`config.mk`:
```
export PLATFORM = sky130hd
export DESIGN_NAME = frame_scheduler
export DESIGN_NICKNAME = d
export VERILOG_FILES = /design/src/rtl/frame_scheduler.sv
export SDC_FILE = /design/constraint.sdc
export NUM_CORES = 1
export LEC_CHECK = 0
export BUFFER_PORTS_ARGS = -buffer_cell sky130_fd_sc_hd__buf_2
export CORE_MARGIN = 8
export CORE_UTILIZATION = 50
export DETAILED_ROUTE_END_ITERATION = 16
export PLACE_DENSITY = 0.75
export SLEW_MARGIN = 30
export SYNTH_ARGS = -nofsm -noshare
export SYNTH_HDL_FRONTEND = slang
export SYNTH_SLANG_ARGS = --single-unit
```
`constraint.sdc`:
```
create_clock -name pixel_clock -period 4.5 [get_ports pixel_clock]
set_clock_uncertainty 0.05 [all_clocks]
set_input_delay 0.225 -clock pixel_clock [delete_from_list [all_inputs] [get_ports pixel_clock]]
set_output_delay 0.225 -clock pixel_clock [all_outputs]
set_load 0.02 [all_outputs]
```
`src/rtl/frame_scheduler.sv`:
```
// Per-frame sequencer: on each accepted end-of-frame pulse, starts NUM_STAGES
// engines one after another and waits for each done (or a timeout) in turn.
module frame_scheduler #(
   parameter int NUM_STAGES    = 4,
   parameter int STAGE_TIMEOUT = 65536,
   parameter int FRAME_CNT_W   = 16
) (
   input  logic                   pixel_clock,
   input  logic                   rst_n,
   input  logic                   frame_irq,
   input  logic                   enable,
   input  logic [NUM_STAGES-1:0]  done,
   input  logic                   clear_flags,
   output logic [NUM_STAGES-1:0]  start,
   output logic [2:0]             stage,
   output logic                   busy,
   output logic [FRAME_CNT_W-1:0] frame_count,
   output logic                   overrun,
   output logic [7:0]             overrun_count,
   output logic                   timeout
);

   localparam int                 TIMER_W    = $clog2(STAGE_TIMEOUT);
   localparam logic [TIMER_W-1:0] TIMER_LAST = TIMER_W'(STAGE_TIMEOUT - 1);
   localparam logic [2:0]         LAST_STAGE = 3'(NUM_STAGES - 1);

   typedef enum logic [1:0] {IDLE, START, WAIT} state_t;

   state_t                  state, next_state;
   logic [2:0]              next_stage;
   logic [TIMER_W-1:0]      timer;
   logic [NUM_STAGES-1:0]   start_next;
   logic                    stage_done;
   logic                    frame_end;
   logic                    timeout_set;
   logic                    overrun_set;

   assign busy        = (state != IDLE);
   assign overrun_set = frame_irq && (state != IDLE);

   // Only the done bit of the engine currently being waited on matters.
   always_comb begin
      stage_done = 1'b0;
      start_next = '0;
      for (int k = 0; k < NUM_STAGES; k++) begin
         if (stage == 3'(k)) stage_done = done[k];
         if (next_stage == 3'(k)) start_next[k] = 1'b1;
      end
   end

   always_comb begin
      next_state  = state;
      next_stage  = stage;
      frame_end   = 1'b0;
      timeout_set = 1'b0;
      case (state)
         IDLE: begin
            if (frame_irq && enable) begin
               next_state = START;
               next_stage = 3'd0;
            end
         end
         START: next_state = WAIT;
         WAIT: begin
            // A timed-out stage is skipped exactly as if its engine had answered.
            if (stage_done || (timer == TIMER_LAST)) begin
               timeout_set = !stage_done;
               if (stage == LAST_STAGE) begin
                  next_state = IDLE;
                  frame_end  = 1'b1;
               end else begin
                  next_state = START;
                  next_stage = stage + 3'd1;
               end
            end
         end
         default: next_state = IDLE;
      endcase
   end

   always_ff @(posedge pixel_clock or negedge rst_n) begin
      if (!rst_n) begin
         state         <= IDLE;
         stage         <= 3'd0;
         start         <= '0;
         timer         <= '0;
         frame_count   <= '0;
         overrun       <= 1'b0;
         overrun_count <= 8'd0;
         timeout       <= 1'b0;
      end else begin
         state <= next_state;
         stage <= next_stage;
         start <= (next_state == START) ? start_next : '0;
         if (state == START)
            timer <= '0;
         else if (state == WAIT)
            timer <= timer + TIMER_W'(1);
         if (frame_end)
            frame_count <= frame_count + FRAME_CNT_W'(1);
         // Sticky flags: a same-cycle set beats clear_flags.
         overrun <= overrun_set | (overrun & ~clear_flags);
         timeout <= timeout_set | (timeout & ~clear_flags);
         if (overrun_set && (overrun_count != 8'hFF))
            overrun_count <= overrun_count + 8'd1;
      end
   end

endmodule

```
# --- Yosys cells after proc, flatten, opt, wreduce, memory -nomap -nowiden ---
# Index checks and enable logic that the tools add are counted.
classes:
  bitwise: 5
  muxes: 24
  eq_ne: 11
  reduce_logical: 10
  add_sub_neg: 4
ops:
  columns: ["cell", "count"]
  rows:
  - ["16-bit by 1-bit adder with 16-bit output, second input constant", 2]
  - ["16-bit 2-to-1 mux", 2]
  - ["16-bit == test, second input constant", 1]
  - ["1-bit 2-to-1 mux", 14]
  - ["3-bit by 2-bit == test with 1-bit output, second input constant", 4]
  - ["3-bit 2-to-1 mux", 3]
  - ["8-bit by 1-bit adder with 8-bit output, second input constant", 1]
  - ["8-bit inequality test, second input constant", 1]
  - ["3-bit by 1-bit == test with 1-bit output, second input constant", 2]
  - ["3-bit logical NOT", 2]
  - ["2-bit one-hot mux with 3 select lines", 1]
  - ["3-bit one-hot mux with 2 select lines", 1]
  - ["2-bit by 1-bit == test with 1-bit output, second input constant", 2]
  - ["2-bit 2-to-1 mux", 2]
  - ["4-bit 2-to-1 mux", 1]
  - ["2-bit nonzero test", 2]
  - ["3-bit by 1-bit adder with 3-bit output, second input constant", 1]
  - ["1-bit logical AND", 3]
  - ["1-bit AND", 2]
  - ["2-bit == test, second input constant", 1]
  - ["2-bit logical NOT", 1]
  - ["1-bit bitwise OR", 2]
  - ["1-bit logical NOT", 1]
  - ["1-bit logical OR", 1]
  - ["1-bit NOT", 1]
word_totals:
  out_inout_bits: 34
  regBits: 51
  elab_cells: 62
  in_bits: 9

# --- Depth between registers and ports, before layout ---
# Gate-level depths: netlist (run 1).
depth:
  word_depth: 11
  depth_mapped: 9
  depth_no_buf: 8

# --- Worst setup path after synthesis (run 1) ---
# Ideal clock, no wire load.
synth_timing:
  path_type: "reg-to-reg"
  start: "reg stage[0]"
  end: "reg start[3]"
  path_stages_with_launch: 9
  n_path_buf: 0
  t_arrival_ps: 2115
  setup_slack_ps: 2268
  synth_period_minus_slack_ps: 2232
  setup_ps: 67
  t_required_ps: 4383
  path_cell_list: "dfrtp_1 > inv_1 > ha_1 > nor2b_1 > a2111oi_2 > nor4_2 > o41ai_4 > nand3_2 > and3b_1"
synth_between:
  elab_cells_between_ends: 21
  cone_classes: "add/sub: 1; eq/ne: 5; mux: 13; reduce/logical: 2"
synth_rtl:
  columns: ["item", "line", "source"]
  rows:
  - ["start, declared", "15", "output logic [2:0] stage,"]
  - ["start signal, assigned", "93", "stage <= next_stage;"]
  - ["3-bit logical NOT", "46", "if (stage == 3'(k)) stage_done = done[k];"]
  - ["1-bit 2-to-1 mux (4 in series)", "46", null]
  - ["1-bit logical OR", "66", "if (stage_done || (timer == TIMER_LAST)) begin"]
  - ["2-bit 2-to-1 mux *", "66", null]
  - ["2-bit one-hot mux with 3 select lines *", "56", "case (state)"]
  - ["via next_state[0]", "29", "state_t state, next_state;"]
  - ["2-bit by 1-bit == test with 1-bit output *", "94", "start <= (next_state == START) ? start_next : '0;"]
  - ["4-bit 2-to-1 mux *", "94", null]
  - ["end signal, assigned", "94", null]
  - ["end, declared", "14", "output logic [NUM_STAGES-1:0] start,"]
# Mark *: on every way through the listed nets, which the timed path passes. The rest lies on a longest branch.
# A chain may end at the register's enable or synchronous reset.

# --- Worst setup path after layout (run 1) ---
# Same ends and word-level chain as after synthesis.

==> impl_metrics.env, run 1 <==
export IMPL_status="completed"
export IMPL_drc=0
export IMPL_die_area_sq_mm=0.00767
export IMPL_critPathArrivalTime_ps=2510
export IMPL_die_height_um=87.6
export IMPL_grt_total_usage=0.142
export IMPL_numClockSinks=51
export IMPL_yosys_area_top_type="dfrtp_1"
export IMPL_hp_start="clear_flags"
export IMPL_nets=311
export IMPL_cts_root_buf="clkbuf_8"
export IMPL_whs_ps=63.9
export IMPL_worstMarginPinSlew_ps=625
export IMPL_synth_seq_area_share=0.499
export IMPL_crit_chain="inv_1 > ha_1 > nor2b_1 > a2111oi_2 > nor4_2 > o41ai_4 > nand3_2 > and3b_1"
export IMPL_cts_buffers_inserted=5
export IMPL_ys_async_sr_fraction=1.00
export IMPL_wl_per_cell_um=13.8
export IMPL_cp_num_buf_inv=1
export IMPL_hold_end="overrun$_DFF_PN0_"
export IMPL_first_iter_violations=58
export IMPL_areaGrowthSynthToFinish_pct=15.4
export IMPL_final_setup_viol_count=0
export IMPL_cts_htree_levels=2
export IMPL_rr_worst_depth=8
export IMPL_ir_drop_mv=0.388
export IMPL_min_period_ps=2320
export IMPL_synthesis_nets=263
export IMPL_clock_fmax_ghz=0.431
export IMPL_drt_pass1_iter_count=4
export IMPL_hold_path_class="in2reg"
export IMPL_num_vias=1874
export IMPL_synth_top_area_frac=0.499
export IMPL_reg2reg_to="start[3]$_DFF_PN0_"
export IMPL_worstReg2RegStart="stage[0]$_DFF_PN0_"
export IMPL_n_antenna_cell=0
export IMPL_totalWireLength_mm=4.97
export IMPL_fp_dieW_um=87.6
export IMPL_grt_max_degree=52
export IMPL_cts_tree="yes"
export IMPL_synth_cell_types=46
export IMPL_clk_pin_slew_ps=90
export IMPL_synth_area_sq_mm=0.00256
export IMPL_synth_edff_count=0
export IMPL_fillCellCount=456
export IMPL_netlist_instances=243
export IMPL_ios=43
export IMPL_post_place_ws_ps=2170
export IMPL_tns_ps=0
export IMPL_synth_area_top_cells="dfrtp_1, xnor2_1, ha_1"
export IMPL_maxSlewHeadroom=0.583
export IMPL_start_util=0.511
export IMPL_grt_overflow=0
export IMPL_core_rowCount=26
export IMPL_grt_pass1_wl_mm=8.66
export IMPL_routabilityCongestion=0.810
export IMPL_power_density_mw_per_mm2=489
export IMPL_cp_start_kind="flip-flop"
export IMPL_io_buffer_count=42
export IMPL_crit_required_ps=4690
export IMPL_worst_setup_path_end_kind="flip-flop"
export IMPL_critPathMaxFanout=5
export IMPL_crit_type="reg2reg"
export IMPL_final_hold_violation_count=0
export IMPL_clock_latency_ps=300
export IMPL_grt_pass1_vias=1964
export IMPL_max_cap_violations=0
export IMPL_hold_path_cell_count=2
export IMPL_drive_above_1_share=0.223
export IMPL_worst_slack_ps=2180
export IMPL_ys_ff_latch=51
export IMPL_critPathTopFamily="compound AO/OA/AOI/OAI gates"
export IMPL_timing_final_max_slew_violations=0
export IMPL_p_leak_nw=1.43
export IMPL_ys_flop_type="dfrtp_1"
export IMPL_rsz0062_at_grt="false"
export IMPL_antenna_found_initial=0
export IMPL_cts_path_max_buffers=2
export IMPL_vias_per_cell=5.19
export IMPL_post_route_period_util=0.516
export IMPL_yosysWarnings=0
export IMPL_ant_nets=0
export IMPL_ctsResizeCount=0
export IMPL_hpwl_mm=3.71
export IMPL_core_sq_mm=0.00501
export IMPL_syn_area_per_cell_sq_um=10.5
export IMPL_cp_slowest_stage_delay_ps=460
export IMPL_cp_slowest_cell="a2111oi_2"
export IMPL_post_route_util=0.590
export IMPL_p_total_mw=1.44
export IMPL_r2r_slack_ps=2180
## placed cells by master (no fill, tap or decap), types with 3 or more instances in the layout
| master | count |
|---|---|
| and3_1 | 5 |
| mux2_2 | 3 |
| ha_1 | 11 |
| nor2_1 | 20 |
| o21ai_0 | 10 |
| clkbuf_8 | 6 |
| inv_1 | 13 |
| nor3_1 | 3 |
| nand3_1 | 15 |
| xor2_1 | 6 |
| nand2_1 | 20 |
| xnor2_1 | 25 |
| or3_1 | 5 |
| dfrtp_1 | 51 |
| nand2b_1 | 3 |
| nand4_1 | 9 |
| buf_2 | 42 |
| nand3b_1 | 3 |
| a21oi_1 | 5 |
## cell type report
class	instances	area [sq um]	area share
Clock buffer	6	82.6	0.0280
Clock inverter	1	8.76	0.00296
Inverter	13	48.8	0.0165
Multi-Input combinational cell	176	1220	0.414
Sequential cell	51	1280	0.432
Tap cell	70	87.6	0.0296
Timing Repair Buffer	44	228	0.0771
## timing repair
item | in CTS | in global routing
hold buffers | 1 | 0
endpoints found under the hold margin | 9 | 0
buffers inserted | 0 | 0
## layer usage
layer | track usage | share of wire
met1 | 0.177 | 0.47
met2 | 0.232 | 0.49
met3 | 0.0403 | 0.034
met4 | 0.0406 | 0.0068
met5 | 0 | 0
## cells by family after synthesis
kind of cell,count (synthesis),share of synthesized area
simple gates,101,0.218
flops,51,0.499
xor+xnor,31,0.106
compound gates,29,0.0821
buf+inv,16,0.0239
fa+ha+maj,11,0.0538
mux,4,0.0171
## where the power goes
| part | internal [mW] | total [mW] | leakage (nW) | switching (mW) |
|---|---|---|---|---|
| clock | 0.124 | 0.275 | 0.0477 | 0.151 |
| sequential | 0.534 | 0.618 | 0.690 | 0.0836 |
| combinational | 0.219 | 0.551 | 0.693 | 0.332 |
## sequential cells by signal, indices dropped and copies added, names as in the netlist
signal         count
stage              3
state              2
overrun_count      8
start              4
frame_count       16
timer             16
timeout            1
overrun            1
## synth_stat cells, types with 3 or more instances
cell and n:
mux2_2 3, nand2b_1 3, inv_1 13, xor2_1 6, nand2_1 20, nand4_1 9
nand3_1 15, and3_1 5, xnor2_1 25, ha_1 11, nand3b_1 3, dfrtp_1 51
nor2_1 20, nor3_1 3, or3_1 5, a21oi_1 5, o21ai_0 10
## stage by stage
step | std cells | area [sq um]
global route | 361 | 2950
floorplan | 243 | 2560
CTS | 361 | 2950
detailed placement | 353 | 2850
finish | 361 | 2950
global placement | 353 | 2850
## worst max path at each step
| stage | startpoint | endpoint | slack (ps) | cells past startpoint |
|---|---|---|---|---|
| 2_1_floorplan | stage[0]$_DFF_PN0_ | start[3]$_DFF_PN0_ | 2270 | 8 |
| 3_3_place_gp | stage[0]$_DFF_PN0_ | start[2]$_DFF_PN0_ | 2200 | 8 |
| 3_5_place_dp | stage[0]$_DFF_PN0_ | start[3]$_DFF_PN0_ | 2170 | 8 |
| 4_1_cts | stage[0]$_DFF_PN0_ | start[3]$_DFF_PN0_ | 2140 | 8 |
| 5_1_grt | timer[0]$_DFFE_PN0P_ | start[1]$_DFF_PN0_ | 1960 | 7 |
| 6_report | stage[0]$_DFF_PN0_ | start[3]$_DFF_PN0_ | 2180 | 8 |
Power figures use the tool's default switching activity.
==> inputs of run 2 (changes only) <==
--- a/config.mk
+++ b/config.mk
@@ -9,7 +9,7 @@
 export CORE_MARGIN = 8
 export CORE_UTILIZATION = 50
 export DETAILED_ROUTE_END_ITERATION = 16
-export PLACE_DENSITY = 0.75
+export PLACE_DENSITY = 0.78
 export SLEW_MARGIN = 30
 export SYNTH_ARGS = -nofsm -noshare
 export SYNTH_HDL_FRONTEND = slang
==> constraint.sdc (replaced) <==
create_clock -name pixel_clock -period 2.1 [get_ports pixel_clock]
set_clock_uncertainty 0.05 [all_clocks]
set_input_delay 0.105 -clock pixel_clock [delete_from_list [all_inputs] [get_ports pixel_clock]]
set_output_delay 0.105 -clock pixel_clock [all_outputs]
set_load 0.02 [all_outputs]
==> run 2 against run 1 <==
The flow now finishes with violations (setup timing). Die area is the same. Via count grew 9.8%. Routed wire length grew 17%. Setup slack lost 2200 ps. Sequential share of layout area shrank 4.2 points. Register-to-register slack lost 2200 ps. Total power grew 140%. Sequential power grew 120%. Combinational power grew to 2.8 times the previous value. Non-clock buffer count grew 28. Flip-flop and latch count is the same. Clock power grew 120%.
==> impl_metrics.env, run 2 (synthesis gave the netlist of run 1 again) <==
export IMPL_crit_required_ps=2300
export IMPL_hold_path_class="in2reg"
export IMPL_num_vias=2058
export IMPL_cts_htree_levels=2
export IMPL_grt_pass1_wl_mm=9.87
export IMPL_grt_overflow=0
export IMPL_p_leak_nw=1.59
export IMPL_critPathArrivalTime_ps=2350
export IMPL_ant_nets=0
export IMPL_grt_pass1_vias=2184
export IMPL_hpwl_mm=4.16
export IMPL_cts_path_max_buffers=2
export IMPL_violations="setup timing"
export IMPL_die_area_sq_mm=0.00767
export IMPL_power_density_mw_per_mm2=1060
export IMPL_crit_type="reg2reg"
export IMPL_final_cell_mix="dfrtp_1, buf_2, xnor2_1, buf_4"
export IMPL_worstMarginPinSlew_ps=405
export IMPL_clock_fmax_ghz=0.464
export IMPL_final_setup_viol_count=8
export IMPL_post_route_util=0.654
export IMPL_worst_slack_ps=-55.2
export IMPL_cp_start_kind="flip-flop"
export IMPL_cts_tree="yes"
export IMPL_stdcell_area_sq_mm=0.00328
export IMPL_n_antenna_cell=0
export IMPL_whs_ps=46.0
export IMPL_ios=43
export IMPL_final_cells=390
export IMPL_max_cap_violations=0
export IMPL_grt_max_degree=52
export IMPL_routabilityCongestion=0.926
export IMPL_post_route_period_util=1.03
export IMPL_clk_pin_slew_ps=90
export IMPL_areaGrowthSynthToFinish_pct=28.0
export IMPL_grt_total_usage=0.162
export IMPL_mostFrequentLayoutCell="dfrtp_1"
export IMPL_vias_per_cell=5.28
export IMPL_drt_pass1_iter_count=4
export IMPL_ir_drop_mv=0.878
export IMPL_cts_root_buf="clkbuf_8"
export IMPL_io_buffer_count=42
export IMPL_rsz0062_at_grt="true"
export IMPL_maxSlewHeadroom=0.730
export IMPL_start_util=0.511
export IMPL_drc=0
export IMPL_largestRegisters="frame_count x16, timer x16, overrun_count x8"
export IMPL_totalWireLength_mm=5.83
export IMPL_fp_dieW_um=87.6
export IMPL_first_iter_violations=116
export IMPL_antenna_found_initial=0
export IMPL_place_inst=373
export IMPL_timing_final_max_slew_violations=0
export IMPL_clock_latency_ps=300
export IMPL_drive_above_1_share=0.338
export IMPL_numClockSinks=51
export IMPL_wl_per_cell_um=15.0
export IMPL_core_rowCount=26
export IMPL_p_total_mw=3.47
export IMPL_final_hold_violation_count=0
export IMPL_nets=339
export IMPL_placed_cell_area_sq_mm=0.00303
export IMPL_core_sq_mm=0.00501
export IMPL_status="complete, but fails checks"
export IMPL_cts_buffers_inserted=5
export IMPL_die_height_um=87.6
export IMPL_critPathMaxFanout=4
export IMPL_worst_setup_path_end_kind="flip-flop"
export IMPL_min_period_ps=2160
-- run 2: power by group --
part | internal [mW] | total, mW | switching (mW)
combinational | 0.688 | 1.53 | 0.845
sequential | 1.15 | 1.33 | 0.182
clock | 0.270 | 0.603 | 0.333
total | 2.11 | 3.47 | 1.36
-- run 2: timing repair --
item                                    CTS  global route
hold buffers                              2             0
pin swaps                                10             6
gates resized for setup                   7            10
endpoints found under the setup margin   14            17
setup buffers                             4             3
gates cloned                              0             0
endpoints found under the hold margin    53             0
-- run 2: critical path: stages, from the launching register on --
cell and delay [ps]:
dfrtp_2 400, inv_2 70, ha_4 160, nand3b_1 230, a2111oi_4 400, nor4_2 120, o41ai_4 250, nand3_2 170
and3b_1 240
-- run 2: worst paths after layout --
| kind | depth (start not counted) | slack, ps | to | start |
|---|---|---|---|---|
| worst min-delay path | 3 | 50 | overrun$_DFF_PN0_ | frame_irq |
| worst max register to register | 8 | -60 | start[3]$_DFF_PN0_ | stage[1]$_DFF_PN0_ |
| max in group asynchronous | 3 | 1480 | stage[1]$_DFF_PN0_ | rst_n |
| worst min register to register | 1 | 420 | frame_count[15]$_DFFE_PN0P_ | frame_count[15]$_DFFE_PN0P_ |
| worst max-delay path | 8 | -60 | start[3]$_DFF_PN0_ | stage[1]$_DFF_PN0_ |
| min in group asynchronous | 3 | 260 | timer[2]$_DFFE_PN0P_ | rst_n |
-- run 2: per-layer routing --
metal,global-route usage,part of all wire,vias to the layer above
li1,-,-,993
met1,0.184,0.43,1012
met2,0.287,0.51,45
met3,0.0478,0.046,8
met4,0.0469,0.012,0
met5,0,0,-
-- run 2: metrics by stage --
| stage | setup slack, ps | setup TNS, ps |
|---|---|---|
| after floorplan | 5.60 | 0 |
| after global placement | -47.8 | -89.5 |
| after detailed placement | -165 | -910 |
| after CTS | -53.6 | -159 |
| after global routing | -151 | -1590 |
| final | -55.2 | -177 |
-- run 2: area by class of cell --
| type | instances | area, sq um |
|---|---|---|
| multi-input combinational | 176 | 1300 |
| fill | 399 | 1730 |
| tap | 70 | 87.6 |
| inverter | 13 | 48.8 |
| clock inverter | 2 | 13.8 |
| clock buffer | 6 | 82.6 |
| sequential | 51 | 1280 |
| timing repair buffer | 72 | 460 |
==> inputs of run 3 (changes only) <==
--- a/config.mk
+++ b/config.mk
@@ -8,9 +8,12 @@
 export BUFFER_PORTS_ARGS = -buffer_cell sky130_fd_sc_hd__buf_2
 export CORE_MARGIN = 8
 export CORE_UTILIZATION = 50
+export CTS_BUF_LIST = sky130_fd_sc_hd__clkbuf_16
+export CTS_CLUSTER_DIAMETER = 100
 export DETAILED_ROUTE_END_ITERATION = 16
 export PLACE_DENSITY = 0.78
 export SLEW_MARGIN = 30
 export SYNTH_ARGS = -nofsm -noshare
 export SYNTH_HDL_FRONTEND = slang
 export SYNTH_SLANG_ARGS = --single-unit
+export TNS_END_PERCENT = 1
==> run 3 against run 2 <==
The flow still finishes with violations (setup timing). Utilization up 1.1 points. Combinational power grew 3%. Non-clock buffer count increased by 3. Flip-flop and latch count unchanged. Maximum frequency grew 0.75%. Cell area rose by 1.7%. Critical path depth did not move. Die area unchanged. Worst hold slack improved by 18 ps. Critical path type unchanged. Largest cell class unchanged.
==> impl_metrics.env, run 3 (synthesis gave the netlist of run 1 again) <==
export IMPL_core_sq_mm=0.00501
export IMPL_clock_fmax_ghz=0.467
export IMPL_final_hold_violation_count=0
export IMPL_critPathMaxFanout=5
export IMPL_p_total_mw=3.68
export IMPL_wl_per_cell_um=14.5
export IMPL_placed_cell_area_sq_mm=0.00306
export IMPL_drt_pass1_iter_count=5
export IMPL_place_inst=378
export IMPL_grt_max_degree=25
export IMPL_grt_total_usage=0.165
export IMPL_clk_pin_slew_ps=70
export IMPL_mostFrequentLayoutCell="dfrtp_1"
export IMPL_n_antenna_cell=0
export IMPL_cp_slowest_stage_delay_ps=440
export IMPL_largestRegisters="frame_count x16, timer x16, overrun_count x8"
export IMPL_cts_htree_levels=2
export IMPL_power_density_mw_per_mm2=1110
export IMPL_grt_overflow=0
export IMPL_areaGrowthSynthToFinish_pct=30.1
export IMPL_grt_pass1_vias=2200
export IMPL_post_route_period_util=1.02
export IMPL_ir_drop_mv=1.01
export IMPL_cts_buffers_inserted=5
export IMPL_crit_type="reg2reg"
export IMPL_die_height_um=87.6
export IMPL_routabilityCongestion=0.826
export IMPL_hpwl_mm=4.15
export IMPL_die_area_sq_mm=0.00767
export IMPL_min_period_ps=2140
export IMPL_worstMarginPinSlew_ps=584
export IMPL_drc=0
export IMPL_cp_num_buf_inv=2
export IMPL_ios=43
export IMPL_clock_latency_ps=290
export IMPL_crit_required_ps=2280
export IMPL_fp_dieW_um=87.6
export IMPL_cts_path_max_buffers=2
export IMPL_regArea_sq_mm=0.00128
export IMPL_start_util=0.511
export IMPL_rsz0062_at_grt="true"
export IMPL_worst_slack_ps=-39.1
export IMPL_status="complete, but fails checks"
export IMPL_drive_above_1_share=0.341
export IMPL_post_place_ws_ps=-108
export IMPL_max_cap_violations=0
export IMPL_crit_top_cell="buf_4"
export IMPL_maxSlewHeadroom=0.611
export IMPL_final_cell_mix="dfrtp_1, buf_2, buf_4"
export IMPL_nets=342
export IMPL_totalWireLength_mm=5.71
export IMPL_crit_chain="buf_4 > ha_2 > nor2b_1 > o21a_1 > buf_4 > o41ai_4 > nand3_2 > and3b_1"
export IMPL_timing_final_max_slew_violations=0
export IMPL_whs_ps=64.3
export IMPL_cp_slowest_cell="dfrtp_2"
export IMPL_fillCellCount=395
export IMPL_first_iter_violations=86
export IMPL_core_rowCount=26
export IMPL_numClockSinks=51
export IMPL_p_leak_nw=1.62
export IMPL_cts_root_buf="clkbuf_16"
export IMPL_worst_setup_path_end_kind="flip-flop"
export IMPL_hold_path_class="in2reg"
export IMPL_critPathArrivalTime_ps=2320
export IMPL_stdcell_area_sq_mm=0.00333
export IMPL_cp_start_kind="flip-flop"
export IMPL_final_setup_viol_count=2
export IMPL_antenna_found_initial=0
export IMPL_io_buffer_count=42
export IMPL_violations="setup timing"
export IMPL_multi_input_area_sq_mm=0.00131
export IMPL_ant_nets=0
export IMPL_grt_pass1_wl_mm=10.0
export IMPL_cts_tree="yes"
export IMPL_num_vias=2076
export IMPL_critPathTopFamily="simple AND/OR/NAND/NOR gates"
export IMPL_final_cells=393
export IMPL_vias_per_cell=5.28
## run 3: changes by cell type in the layout (fill, tap and decap cells not counted), moves of 2 or more
cell	change
buf_4	+6
buf_6	-2
clkbuf_16	+5
clkbuf_8	-6
## run 3: metal layers
layer  up-vias  routed length (um)  global-route usage
met4         0                  78              0.0578
met5         -                   0                   0
li1        998                   -                   -
met3         7                 177              0.0310
met1      1024                2600               0.205
met2        47                2850               0.281
## run 3: cell type report
class	instances	area share
Inverter	13	0.0154
Timing Repair Buffer	75	0.139
Tap cell	70	0.0263
Sequential cell	51	0.384
Clock buffer	5	0.0376
Clock inverter	3	0.00488
Multi-Input combinational cell	176	0.393
## run 3: where the power goes
group	internal, mW	total (mW)	switching (mW)
sequential	1.15	1.32	0.166
clock	0.435	0.791	0.356
combinational	0.705	1.58	0.872
## run 3: metrics by stage
stage	TNS, ps	util
5_1_grt	-1210	0.665
3_3_place_gp	-68.7	0.610
4_1_cts	-130	0.656
6_report	-61.5	0.665
2_1_floorplan	-3.53	-
3_5_place_dp	-271	0.610
## run 3: final timing paths
kind                                                  start                           to  slack [ps]  cells past startpoint
worst max-delay path                     stage[0]$_DFF_PN0_           start[3]$_DFF_PN0_         -40                      8
worst min-delay path                              frame_irq            overrun$_DFF_PN0_          60                      3
worst max register to register           stage[0]$_DFF_PN0_           start[3]$_DFF_PN0_         -40                      8
worst min register to register  frame_count[15]$_DFFE_PN0P_  frame_count[15]$_DFFE_PN0P_         420                      1
max in group asynchronous                             rst_n         timer[7]$_DFFE_PN0P_        1070                      3
min in group asynchronous                             rst_n         timer[2]$_DFFE_PN0P_         300                      2
## run 3: timing repair
action | in CTS | in global routing
endpoints found under the setup margin | 4 | 17
pin swaps | 7 | 5
setup buffers | 4 | 1
endpoints found under the hold margin | 24 | 0
hold buffers | 2 | 0
resized for setup | 9 | 8
## run 3: worst register-to-register path: stages (launching register included)
cell and delay, ps:
dfrtp_2 440, buf_4 150, ha_2 230, nor2b_1 180
o21a_1 170, buf_4 160, o41ai_4 310, nand3_2 160
and3b_1 230
